==> src/rtl/pipeline_ctrl.sv <==
// Pipeline hazard / stall controller: load-use, branch-on-load, multi-cycle divide and memory wait.
// Optional stall-cycle counter enabled by defining PIPE_CTRL_STATS_EN.
module pipeline_ctrl #(
  parameter int DIV_CYCLES  = 32,
  parameter int MEM_TIMEOUT = 255
) (
  input  logic        clk,
  input  logic        rst,
  input  logic        is_branch_ID,
  input  logic [4:0]  raddr_1_ID,
  input  logic [4:0]  raddr_2_ID,
  input  logic        re_1_ID,
  input  logic        re_2_ID,
  input  logic [4:0]  target_EX,
  input  logic [4:0]  target_MEM,
  input  logic        is_load_EX,
  input  logic        is_load_MEM,
  input  logic        div_start_EX,
  input  logic        mem_req_MEM,
  input  logic        mem_ack,
  output logic [4:0]  stall,
  output logic        bubble_EX,
  output logic        bubble_MEM,
  output logic        bubble_WB,
  output logic        div_busy,
  output logic        div_done,
  output logic        mem_timeout,
  output logic [31:0] stall_cycles
);

  localparam logic [1:0] S_RUN  = 2'd0;
  localparam logic [1:0] S_DIV  = 2'd1;
  localparam logic [1:0] S_WAIT = 2'd2;

  localparam logic [5:0] DIV_LAST = 6'(DIV_CYCLES);
  localparam logic [7:0] TO_MAX   = 8'(MEM_TIMEOUT);
  localparam logic [7:0] TO_HIT   = 8'(MEM_TIMEOUT - 1);

  logic [1:0] r_state, w_state_nx;
  logic [5:0] r_div_cnt, w_div_cnt_nx;
  logic [7:0] r_wait_cnt;

  logic w_mem_stall, w_load_use, w_br_haz, w_div_fin;

  function automatic logic src_hit(input logic re, input logic [4:0] a, input logic [4:0] t);
    return re && (a != 5'd0) && (a == t);
  endfunction

  assign w_mem_stall = mem_req_MEM && !mem_ack;
  assign w_load_use  = is_load_EX &&
                       (src_hit(re_1_ID, raddr_1_ID, target_EX) || src_hit(re_2_ID, raddr_2_ID, target_EX));
  // ALU results are forwarded into ID; only a load still in MEM blocks a branch
  assign w_br_haz    = is_branch_ID && is_load_MEM &&
                       (src_hit(re_1_ID, raddr_1_ID, target_MEM) || src_hit(re_2_ID, raddr_2_ID, target_MEM));
  assign w_div_fin   = (r_state == S_DIV) && (r_div_cnt == DIV_LAST) && !w_mem_stall;

  always_comb begin
    w_state_nx   = r_state;
    w_div_cnt_nx = r_div_cnt;
    case (r_state)
      S_RUN: begin
        if (w_mem_stall) begin
          w_state_nx = S_WAIT;
        end else if (div_start_EX) begin
          w_state_nx   = S_DIV;
          w_div_cnt_nx = 6'd1;
        end
      end
      S_DIV: begin
        if (w_div_fin) begin
          w_state_nx   = S_RUN;
          w_div_cnt_nx = 6'd0;
        end else if (r_div_cnt != DIV_LAST) begin
          w_div_cnt_nx = r_div_cnt + 6'd1;
        end
      end
      S_WAIT: begin
        if (!w_mem_stall) w_state_nx = S_RUN;
      end
      default: begin
        w_state_nx   = S_RUN;
        w_div_cnt_nx = 6'd0;
      end
    endcase
  end

  always_ff @(posedge clk) begin
    if (rst) begin
      r_state    <= S_RUN;
      r_div_cnt  <= 6'd0;
      r_wait_cnt <= 8'd0;
    end else begin
      r_state   <= w_state_nx;
      r_div_cnt <= w_div_cnt_nx;
      // counts completed wait cycles; saturation keeps the timeout a single pulse
      if (w_mem_stall) begin
        if (r_wait_cnt != TO_MAX) r_wait_cnt <= r_wait_cnt + 8'd1;
      end else begin
        r_wait_cnt <= 8'd0;
      end
    end
  end

  always_comb begin
    stall       = 5'b00000;
    bubble_EX   = 1'b0;
    bubble_MEM  = 1'b0;
    bubble_WB   = 1'b0;
    div_busy    = 1'b0;
    div_done    = 1'b0;
    mem_timeout = 1'b0;
    if (!rst) begin
      div_busy    = (r_state == S_DIV);
      div_done    = w_div_fin;
      mem_timeout = w_mem_stall && (r_wait_cnt == TO_HIT);
      if (w_mem_stall) begin
        stall     = 5'b01111;
        bubble_WB = 1'b1;
      end else if (r_state == S_DIV) begin
        stall      = 5'b00111;
        bubble_MEM = 1'b1;
      end else if (r_state == S_RUN && (w_br_haz || w_load_use)) begin
        stall     = 5'b00011;
        bubble_EX = 1'b1;
      end
    end
  end

`ifdef PIPE_CTRL_STATS_EN
  logic [31:0] r_stall_cycles;
  always_ff @(posedge clk) begin
    if (rst)           r_stall_cycles <= 32'd0;
    else if (stall[0]) r_stall_cycles <= r_stall_cycles + 32'd1;
  end
  assign stall_cycles = rst ? 32'd0 : r_stall_cycles;
`else
  assign stall_cycles = 32'd0;
`endif

endmodule

==> config.mk <==
export PLATFORM = sky130hd
export DESIGN_NAME = pipeline_ctrl
export DESIGN_NICKNAME = d
export VERILOG_FILES = /design/src/rtl/pipeline_ctrl.sv
export SDC_FILE = /design/constraint.sdc
export NUM_CORES = 1
export LEC_CHECK = 0
export ABC_AREA = 1
export CORE_MARGIN = 2
export CORE_UTILIZATION = 45
export CTS_CLUSTER_SIZE = 40
export DETAILED_ROUTE_END_ITERATION = 12
export GPL_TIMING_DRIVEN = 0
export PLACE_DENSITY = 0.87
export SYNTH_ARGS = -nofsm -noshare
export SYNTH_HDL_FRONTEND = slang
export SYNTH_SLANG_ARGS = --single-unit
==> constraint.sdc <==
create_clock -name clk -period 1.85 [get_ports clk]
set_input_delay 0.37 -clock clk [delete_from_list [all_inputs] [get_ports clk]]
set_output_delay 0.37 -clock clk [all_outputs]
set_load 0.05 [all_outputs]
==> metrics.txt <==
worst reg2reg path depth 6; sequential-to-total area share from yosys stat 0.208; Die X 62.5 um; largest cells by area after synthesis dfxtp_1 (21%), buf_4 (17%), nand2_1 (9.0%), xor2_1 (7.4%), inv_1 (7.3%); Mapped Cells 230; WS Path Type primary input to primary output; Worst-path clk slew 0.10 ns; Row Count 21; area growth from synthesis to layout 50.0%; wire per inst between 10 and 15 um; DRC Markers 0; largest net degree at the start of global routing 11; crit-path cells buf_2, xnor2_1, nand2_1, nor2_2, nand3_2, nand2_2, nand2_2, nand2_2, nand2_2, nand2_2, buf_6, buf_8; clk_skew 0.00345 ns; Cell Area, Synth 0.00154 mm2; # port buffers 38; CP Launch Type primary input; clk sink count 16; Clock Latency Late Sink 0.29 ns; Static Leak roughly 1.2 nW; Finished Layout Cells 361; GRT Overall Usage 0.191; setup ws final -0.0153 ns; 1st-pass router iterations 4; I/O Pins 73; Die ar. about 0.004 mm2; chip height between 60 and 70 um; VDD IR max roughly 0.00031 V; CTS tree built; H-tree depth 1; Root Buffer clkbuf_4; WL final 3980 um; placed cell count 346; CP required 1.48 ns; Yosys top cell by area dfxtp_1; diode count 0; crit end category primary output; maximum root-to-sink buffer count 2; Finished Core Util 0.698; status complete, but fails checks; initial core utilization 0.465; Yosys reg bits 16; grt ovf 0; Iter 0 DRT Violations 62; most used cell, CP nand2_2; max-cap violations 0; layout cells sized above 1 0.432; total power 1.17 mW; Max Transition Viols Final 0; final hold violation count 0; Ys Warns 0; Post-synth top flop dfxtp_1; CTS buffer count 3; leading cell type by number of instances after synthesis nand2_1; EDFF count, synth 0; initial antenna violation count 0; Yosys cell types 31; Avg Inst Size Synth 6.70 um2; vias in the first global route roughly 1,500; RePlAce Congestion 0.810; Avg Vias per Cell about 4.5; vias after detailed routing 1,612; synth cell count leaders nand2_1 (37), buf_4 (35), inv_1 (30), nor2_1 (29), dfxtp_1 (16); FFs w/ async S/R, synth 0; Worst Hold Class primary input to flop; Setup violations, final 1; antenna-violating nets left 0; Critical Path Max Stage Delay approximately 0.16 ns; Nets 350; worst-path maximum fanout 2; fin crit share 1.01; core area ~0.0033 mm2; Hold Path Depth 2; CP arrival 1.50 ns; RSZ-0062 raised after global routing true; first-pass GRT wire length 6290 um; Final Critical Period 1.87 ns; power per cell area about 510 mW/mm2; Peak Freq 536 MHz; hpwl dp 2840 um; Worst path slowest cell xnor2_1; violated checks setup timing; hold buffer count at cts 0; Synth top area share 0.208
through the flow:
step | hold slack [ns] | instance area (um2) | setup TNS (ns) | setup WS [ns]
after detailed placement | 0.491 | 2130 | -7.49 | -1.07
after global routing | 0.424 | 2310 | -0.242 | -0.0906
after floorplan | 0.461 | 1690 | -0.268 | -0.160
after global placement | 0.485 | 2130 | -7.08 | -1.02
after CTS | 0.416 | 2150 | -0.0334 | -0.0301
final | 0.427 | 2310 | -0.0153 | -0.0153
worst max-delay path, delay by kind of cell:
kind | cells | cell delay [ns]
simple gates | 8 | 0.61
buf+inv | 3 | 0.34
xor+xnor | 1 | 0.16
layout make-up:
cell class / count / area (um2)
Fill cell: 287 / 1000
Sequential cell: 16 / 325
Timing Repair Buffer: 49 / 390
Multi-Input combinational cell: 177 / 1100
Clock buffer: 4 / 36.3
Buffer: 36 / 272
Inverter: 33 / 126
Tap cell: 46 / 57.6
routing by layer:
layer | global-route usage | routed length (um)
met1 | 0.212 | 1490
met2 | 0.364 | 2220
met3 | 0.0541 | 250
met4 | 0.0333 | 26
met5 | 0 | 0
kinds of logic (layout without fill, tap and decap cells):
logic type	Yosys count	count (layout)	share of synthesized area
xor+xnor	21	21	0.119
simple gates	93	93	0.292
other cells	1	33	0.00243
flops	16	16	0.208
buf+inv	69	122	0.254
fa+ha+maj	4	4	0.0325
compound gates	26	26	0.0918
power breakdown:
group	switching (mW)	internal, mW	total, mW
Clock	0.119	0.120	0.239
Sequential	0.0119	0.358	0.370
Combinational	0.359	0.206	0.565
Total	0.490	0.684	1.17
what timing repair did:
action                                  in CTS  in global routing
resized for setup                          141                 63
pin swaps                                   30                 35
endpoints found under the setup margin      10                  8
buffers inserted                             6                  5
flip-flops by register name, summed over array words and instances (netlist names):
name        flops
r_wait_cnt      8
r_div_cnt       6
r_state         2
final timing paths:
kind,start,endpoint,slack [ns]
setup / recovery,target_MEM[0],stall[1],-0.02
hold / removal,rst,r_div_cnt[0],0.43
setup reg to reg,r_wait_cnt[0],r_wait_cnt[1],0.32
hold reg to reg,r_wait_cnt[4],r_wait_cnt[4],0.49
cells in the final DEF, fill, tap and decap left out, types with 5 or more instances in the layout:
cell,instances
o21ai_1,6
inv_2,7
buf_2,11
nor2_2,7
clkbuf_2,5
buf_6,9
inv_1,25
buf_4,50
nor2_4,8
conb_1,33
nand3_1,5
dfxtp_1,12
xor2_1,13
nand2_2,13
nor2_1,17
nand2_1,26
a21oi_1,10
Note: power is estimated with default switching activity, not from simulation.
